==> src/rtl/riscv_isa_pkg.sv <==
// RISC-V ISA constants shared by the front end.
package riscv_isa_pkg;

    // All-zero word is an illegal opcode, so decode treats it as not valid.
    localparam logic [31:0] INST_PAD = 32'h0000_0000;

endpackage

==> src/rtl/uarch_pkg.sv <==
// Microarchitecture-wide widths and the instruction buffer entry type.
package uarch_pkg;

    localparam int unsigned PIPE_WIDTH    = 2;
    localparam int unsigned CPU_ADDR_BITS = 32;
    localparam int unsigned CPU_INST_BITS = 32;
    localparam int unsigned IBUF_DEPTH    = 8;

    typedef struct packed {
        logic [CPU_ADDR_BITS-1:0] pc;
        logic [CPU_INST_BITS-1:0] inst;
    } ibuf_entry_t;

endpackage

==> src/rtl/inst_buffer.sv <==
// Compacting circular instruction buffer between fetch and 2-wide decode.
module inst_buffer
    import uarch_pkg::*;
    import riscv_isa_pkg::*;
#(
    parameter int unsigned DEPTH = IBUF_DEPTH
) (
    input  logic                                        clk,
    input  logic                                        rst,
    input  logic                                        flush,
    input  logic                                        fetch_in_val,
    input  logic [CPU_ADDR_BITS-1:0]                    fetch_in_pc,
    input  logic [PIPE_WIDTH-1:0][CPU_INST_BITS-1:0]    fetch_in_insts,
    input  logic [PIPE_WIDTH-1:0]                       fetch_in_mask,
    output logic                                        buf_rdy,
    output logic [PIPE_WIDTH-1:0][CPU_ADDR_BITS-1:0]    inst_pcs,
    output logic [PIPE_WIDTH-1:0][CPU_INST_BITS-1:0]    insts,
    output logic                                        fetch_val,
    input  logic                                        decode_rdy
);

    localparam int unsigned PTR_W = $clog2(DEPTH);
    localparam int unsigned CNT_W = PTR_W + 1;

    typedef logic [PTR_W-1:0] ptr_t;
    typedef logic [CNT_W-1:0] cnt_t;

    ibuf_entry_t mem_q [DEPTH];
    ptr_t        head_q, head_d, tail_q, tail_d;
    ptr_t        head_p1, tail_p1;
    cnt_t        count_q, count_d;

    logic        push, pop;
    logic [1:0]  n_push, n_pop;
    ibuf_entry_t slot0_ent, slot1_ent;
    ibuf_entry_t wr_ent0, wr_ent1;
    logic        wr_en0, wr_en1;
    ibuf_entry_t rd_ent0, rd_ent1;

    assign head_p1   = head_q + ptr_t'(1);
    assign tail_p1   = tail_q + ptr_t'(1);

    assign buf_rdy   = !rst && (count_q <= cnt_t'(DEPTH - 2));
    assign fetch_val = !rst && (count_q != '0);
    assign push      = fetch_in_val && buf_rdy;
    assign pop       = fetch_val && decode_rdy;

    // Compaction: a lone slot-1 instruction lands at tail, never leaving a hole.
    always_comb begin
        slot0_ent = '{pc: fetch_in_pc, inst: fetch_in_insts[0]};
        slot1_ent = '{pc: fetch_in_pc + CPU_ADDR_BITS'(4), inst: fetch_in_insts[1]};
        wr_ent0   = fetch_in_mask[0] ? slot0_ent : slot1_ent;
        wr_ent1   = slot1_ent;
        wr_en0    = push && (|fetch_in_mask);
        wr_en1    = push && (&fetch_in_mask);
        n_push    = push ? (2'(fetch_in_mask[0]) + 2'(fetch_in_mask[1])) : 2'd0;
        n_pop     = pop ? ((count_q >= cnt_t'(2)) ? 2'd2 : 2'd1) : 2'd0;
        head_d    = head_q + ptr_t'(n_pop);
        tail_d    = tail_q + ptr_t'(n_push);
        count_d   = count_q + cnt_t'(n_push) - cnt_t'(n_pop);
    end

    always_ff @(posedge clk) begin
        if (rst || flush) begin
            head_q  <= '0;
            tail_q  <= '0;
            count_q <= '0;
        end else begin
            head_q  <= head_d;
            tail_q  <= tail_d;
            count_q <= count_d;
        end
    end

    always_ff @(posedge clk) begin
        if (!flush) begin
            if (wr_en0) mem_q[tail_q]  <= wr_ent0;
            if (wr_en1) mem_q[tail_p1] <= wr_ent1;
        end
    end

    always_comb begin
        rd_ent0  = mem_q[head_q];
        rd_ent1  = mem_q[head_p1];
        inst_pcs = '0;
        insts    = '0;
        if (fetch_val) begin
            inst_pcs[0] = rd_ent0.pc;
            insts[0]    = rd_ent0.inst;
            if (count_q >= cnt_t'(2)) begin
                inst_pcs[1] = rd_ent1.pc;
                insts[1]    = rd_ent1.inst;
            end else begin
                inst_pcs[1] = rd_ent0.pc + CPU_ADDR_BITS'(4);
                insts[1]    = INST_PAD;
            end
        end
    end

    a_count_bound: assert property (@(posedge clk) disable iff (rst) count_q <= cnt_t'(DEPTH));
    a_push_room:   assert property (@(posedge clk) disable iff (rst) push |-> (count_q <= cnt_t'(DEPTH - 2)));

endmodule
==> config.mk <==
export PLATFORM = sky130hd
export DESIGN_NAME = inst_buffer
export DESIGN_NICKNAME = d
export VERILOG_FILES = /design/src/rtl/riscv_isa_pkg.sv /design/src/rtl/uarch_pkg.sv /design/src/rtl/inst_buffer.sv
export SDC_FILE = /design/constraint.sdc
export NUM_CORES = 1
export LEC_CHECK = 0
export ABC_AREA = 1
export CAP_MARGIN = 0
export CELL_PAD_IN_SITES_DETAIL_PLACEMENT = 1
export CELL_PAD_IN_SITES_GLOBAL_PLACEMENT = 1
export CORE_ASPECT_RATIO = 0.6
export CORE_MARGIN = 2
export CORE_UTILIZATION = 52
export DETAILED_ROUTE_END_ITERATION = 16
export DONT_BUFFER_PORTS = 1
export MAX_ROUTING_LAYER = met4
export PLACE_DENSITY_LB_ADDON = 0.1
export REMOVE_ABC_BUFFERS = 1
export SLEW_MARGIN = 20
export SYNTH_ARGS = -nofsm -noshare
export SYNTH_HDL_FRONTEND = slang
export SYNTH_SLANG_ARGS = --single-unit
==> constraint.sdc <==
create_clock -name clk -period 16.9 [get_ports clk]
set_input_delay 3.38 -clock clk [delete_from_list [all_inputs] [get_ports clk]]
set_output_delay 3.38 -clock clk [all_outputs]
set_load 0.02 [all_outputs]
==> flow_summary.toml, run 1 <==
[outcome]
status = "complete, no violations"

[floorplanning]
ios = 233
rows = 72
die_y_um = 203
die_w_um = 336
die_area_um2 = 68200
core-area_um2 = 64900
start_util = 0.530

[hold_path]
hp-class = "reg -> reg"
min_path_cells = 2

[setup_path]
required_ns = 13.52
crit_chain = "inv_8, buf_4, buf_4, nand2_1, nand3_1, nand2_1, nand2_1, nand2_1, nand2_1, nor2_4, nand2_2, nor2_2, nand3_1, nand2_1, nor2_1, nor2_1"
cp_top_family = "buffers and inverters"
worst-path-buf-inv = 3
reg2reg_slack_ns = 12.18
ff2ff_path_depth = 10
critical_path.max_fanout = 189
worst_path_largest_cell_delay_ns = 0.99
cp_slowest_cell = "buf_4"
end_kind = "output pin"
path_depth = 16
worstSetupPathType = "reg -> out"
worst_path_most_repeated_cell = "nand2_1"
arrival_ns = 6.03
worstSetupStartpointType = "flip-flop"

[timing]
finalCriticalPeriod_ns = 9.41
skew_ns = 0.0161
finalHoldViolCount = 0
final-setup-viol-count = 0
maxSlewViolCount = 0
finalCritPeriodShare = 0.557
whs_ns = 0.645
fmax_mhz = 106
tightest_slew_ns = 1.16
slew_headroom = 0.224
rsz0062_at_grt = "no"

[routing]
routed_wl_um = 137000
drc = 0
via_per_inst = 6.48
post_drt_wl_per_cell_um = 26.4
via_count = 33500
ant_nets = 0
first_pass_iters = 5
drtIter0Drc = 3747

[global_route]
grt_usage = 0.408
grt-ovfl-total = 0
grt_start_max_net_pins = 206
grt_pass1_wl_um = 205000
antenna_found_initial = 1
grt_pass1_vias = 33300

[logic_synthesis]
synthFlopType = "edfxtp_1"
yosysTopAreaCell = "edfxtp_1"
yosys_warnings = 0
syn_inst = 4529
ys_seq_elements = 522
synthDistinctLibCells = 55
syn-cell-area_um2 = 34400
synth_area_per_cell_um2 = 7.59
synth_commonest_cells = "nand2_1 (1,170), o21ai_0 (609), edfxtp_1 (512)"
synth-async-reset-ratio = 0
synth_edf_count = 512
synth_most_common_cell = "nand2_1"
synth_top_area_frac = 0.447
synth_top_cells_by_area = "edfxtp_1 (45%), nand2_1 (13%), o21ai_0 (8.9%), nand3_1 (4.7%), inv_1 (4.6%)"
yosysSeqAreaShare = 0.453

[final_layout]
area_growth_pct = 4.27
drive_gt1_frac = 0.0520
nNetsFinal = 4404
seqCellArea_um2 = 15600
fill_cells = 8088
design_area_um2 = 35800
finalNonFillerCells = 5176
multiInputGateArea_um2 = 15600
final_core_util = 0.552

[clocking]
worstSkewPairLatency_ns = 0.64
cts.sinks = 522
postCtsSetupRepairBufs = 0
cts_root_buf = "clkbuf_16"
holdBufCountCts = 0
cts_buffers = 52
htree_levels = 2
cts_tree = "built"
clkSlewWorstSetupHoldPaths_ns = 0.07
clockBufferDepth = 3
post_cts_resized = 0

[place]
placed_area_um2 = 34300
dp_cells = 5078
io_buffers = 0
hpwl_um = 82900
routabilityCongestion = 0.996

[power]
leakage_nw = 14.6
ir_worst_vdd_uv = 97.6
p_total_mw = 3.01
power_density_nw_per_um2 = 83.9

[flow_run]
cap_violations = 0
-- through the flow --
stage | worst slack [ns] | setup TNS [ns]
2_1_floorplan | -8.19 | -959.06
3_3_place_gp | 7.91 | 0
3_5_place_dp | 7.74 | 0
4_1_cts | 7.74 | 0
5_1_grt | 7.29 | 0
6_report | 7.49 | 0
-- cells in the final DEF (no fill, tap or decap), drive strengths merged, types with 28 or more instances in the layout --
cell type / count
nand2: 1193
o21ai: 837
edfxtp: 512
inv: 435
nand3: 322
a21oi: 299
nor2: 284
clkbuf: 68
a31oi: 45
buf: 43
o211ai: 38
a221oi: 33
a311oi: 33
o22ai: 32
clkinv: 28
-- tightest hold or removal path, delay by kind of cell, from the launching register on --
| kind | cells | cell delay (ns) |
|---|---|---|
| xor gates and xnor gates | 1 | 0.18 |
| DFF | 1 | 0.36 |
| and+or+nand+nor | 1 | 0.05 |
-- worst paths after layout --
| path | start | to |
|---|---|---|
| setup / recovery | head_q[0] | inst_pcs[60] |
| hold / removal | tail_q[2] | tail_q[2] |
| setup reg to reg | count_q[3] | mem_q[5][20] |
| hold reg to reg | tail_q[2] | tail_q[2] |
-- cells by family (layout without fill, tap and decap cells) --
family / Yosys count / after routing / synth area share
XOR/XNOR: 28 / 28 / 0.00834
flip-flops: 522 / 522 / 0.453
buffers and inverters: 781 / 575 / 0.0978
multiplexers: 1 / 1 / 0.000291
adder cells (fa/ha/maj): 19 / 19 / 0.00779
other: 0 / 2 / 0
AND/OR/NAND/NOR: 1838 / 1838 / 0.222
AO/OA/AOI/OAI: 1340 / 1340 / 0.210
-- sequential cells by signal (all words and copies together) (netlist names) --
| register | cells |
|---|---|
| count_q | 4 |
| head_q | 3 |
| mem_q | 512 |
| tail_q | 3 |
-- metal layers --
layer | vias to the layer above | track usage | part of all wire | wire length (µm)
met2 | 1867 | 0.616 | 0.44 | 60300
met1 | 16400 | 0.550 | 0.41 | 56300
met5 | - | - | 0 | 0
met4 | 0 | 0.132 | 0.031 | 4280
li1 | 15000 | - | - | -
met3 | 305 | 0.0859 | 0.12 | 15700
-- where the power goes --
group,internal (mW),switching [mW]
registers,1.44,0.00757
logic,0.112,0.334
clock network,0.574,0.539
total,2.13,0.880
-- final cells by class --
cell class	count	area share
tap	851	0.0297
timing repair buffer	43	0.0100
clock inverter	27	0.00356
clock buffer	68	0.0386
multi-input combinational	3226	0.437
sequential	522	0.435
antenna	2	0.000140
inverter	437	0.0464
Note: power is estimated with default switching activity, not from simulation.
==> run 2, diff against run 1 <==
CORE_UTILIZATION = 48   (was 52)
clock period = 9.8 ns   (was 16.9 ns; I/O delays follow)
==> run 2 against run 1 <==
  * Critical path depth unchanged
  * Setup slack worse by 4.7 ns
  * Global-route usage down 2.9 points
  * Die area up 8.2%
  * Sequential cell count unchanged
  * Sequential power increased by 72%
  * Count of clock-buffer cells in the layout is 1 lower
  * Clock skew up 0.0020 ns
  * Final area grew 1.1%
  * Worst hold slack worse by 0.025 ns
  * Utilization shrank 3.8 points
  * Register-to-register slack lost 7.0 ns
  * Critical path type unchanged
  * Critical endpoint unchanged
  * Highest routed layer unchanged
==> flow_summary.toml, run 2 (synthesized netlist as in run 1, its figures left out) <==
[outcome]
status = "complete, no violations"

[final_layout]
multiInputGateArea_um2 = 15700
largest_register = "mem_q"
drive_gt1_frac = 0.0560
final_core_util = 0.515
area_growth_pct = 5.41
finalNonFillerCells = 5264
seqCellArea_um2 = 15600
fill_cells = 8661
top_regs = "mem_q x512, count_q x4"
layout_common_cells = "nand2_1 (1,164), o21ai_0 (600), edfxtp_1 (512), inv_1 (414), nand3_1 (318)"
nNetsFinal = 4415
layout_commonest_cell = "nand2_1"
largest_reg_flops = 512

[power]
power_density_nw_per_um2 = 150
p_total_mw = 5.43
ir_worst_vdd_uv = 137
leakage_nw = 14.8

[timing]
finalHoldViolCount = 0
slew_headroom = 0.214
rsz0062_at_grt = "no"
whs_ns = 0.620
tightest_slew_ns = 1.18
skew_ns = 0.0181
fmax_mhz = 143
maxSlewViolCount = 0
finalCritPeriodShare = 0.714
final-setup-viol-count = 0
finalCriticalPeriod_ns = 7.00

[flow_run]
cap_violations = 0

[hold_path]
holdPathEnd = "tail_q[2]"
hp-class = "reg -> reg"
hp-start = "tail_q[2]"
min_path_cells = 2

[setup_path]
ff2ff_path_depth = 16
arrival_ns = 5.04
critical_path.max_fanout = 52
worstSetupPathType = "reg -> out"
end_kind = "output pin"
timing.rr.start = "count_q[3]"
r2r_end = "count_q[3]"
required_ns = 7.84
worstSetupStartpointType = "flip-flop"
reg2reg_slack_ns = 5.18

[place]
dp_cells = 5160
routabilityCongestion = 1.01
io_buffers = 0
hpwl_um = 83300

[floorplanning]
ios = 233
core-area_um2 = 70400
rows = 75
die_area_um2 = 73800
die_y_um = 211
start_util = 0.488
die_w_um = 349

[global_route]
grt_pass1_wl_um = 205000
grt_start_max_net_pins = 203
grt-ovfl-total = 0
grt_pass1_vias = 32700
antenna_found_initial = 0
grt_usage = 0.379

[routing]
first_pass_iters = 6
drc = 0
drtIter0Drc = 3811
via_per_inst = 6.32
via_count = 33300
ant_nets = 0
routed_wl_um = 138000
post_drt_wl_per_cell_um = 26.1

[clocking]
postCtsSetupRepairBufs = 0
cts.sinks = 522
cts_buffers = 55
clockBufferDepth = 3
post_cts_resized = 0
worstSkewPairLatency_ns = 0.65
cts_tree = "built"
htree_levels = 2
holdBufCountCts = 0
clkSlewWorstSetupHoldPaths_ns = 0.07
cts_root_buf = "clkbuf_16"
==> run 2: changes by cell type in the layout (fill, tap and decap cells not counted), moves of 3 or more <==
cell,delta
buf_4,+7
bufinv_16,+5
clkbuf_16,+3
clkinv_1,+3
clkbuf_1,-4
==> run 2: worst max-delay path, stage by stage, from the launching register on <==
cell,delay (ns)
dfxtp_4,0.84
buf_4,0.73
inv_4,0.39
buf_4,0.41
nand3_1,0.16
nand2_1,0.07
nand2_1,0.08
nand2_1,0.09
ha_1,0.22
nand2_1,0.19
nor2_4,0.08
nand2_2,0.19
nor2_2,0.09
nand3_1,0.10
nand2_1,0.06
nor2_1,0.38
nor2_1,0.26
==> run 2: power by group <==
| part | switching [mW] | internal, mW |
|---|---|---|
| combinational | 0.586 | 0.194 |
| clock | 0.975 | 1.18 |
| sequential | 0.0129 | 2.49 |
| total | 1.57 | 3.86 |
==> run 2: metal layers <==
metal	vias up	track usage	routed length, µm
li1	15000	-	-
met3	259	0.0725	15400
met4	0	0.0929	3240
met5	-	-	0
met1	16300	0.533	58600
met2	1708	0.565	60300
==> run 2: how the worst max path moves through the flow <==
| stage | start | endpoint | cells past startpoint |
|---|---|---|---|
| floorplan | head_q[0] | inst_pcs[62] | 15 |
| global placement | rst | inst_pcs[36] | 5 |
| detailed placement | rst | inst_pcs[36] | 5 |
| CTS | head_q[1] | inst_pcs[60] | 16 |
| global route | head_q[1] | inst_pcs[60] | 16 |
| finish | head_q[1] | inst_pcs[60] | 16 |
==> run 2: area by class of cell <==
type                            instances  area share
Multi-Input combinational cell       3226       0.432
Sequential cell                       522       0.430
Inverter                              437      0.0459
Clock buffer                           67      0.0398
Tap cell                              924      0.0319
Timing Repair Buffer                   51      0.0117
Clock inverter                         36     0.00839
Antenna cell                            1   0.0000691
==> run 2: stage by stage <==
step | worst slack, ns | area (µm²) | TNS [ns]
after floorplan | -13.87 | 32700 | -1686.94
after global routing | 2.68 | 36200 | 0
after detailed placement | 3.31 | 34500 | 0
final | 2.80 | 36200 | 0
after global placement | 3.43 | 34400 | 0
after CTS | 2.96 | 36200 | 0
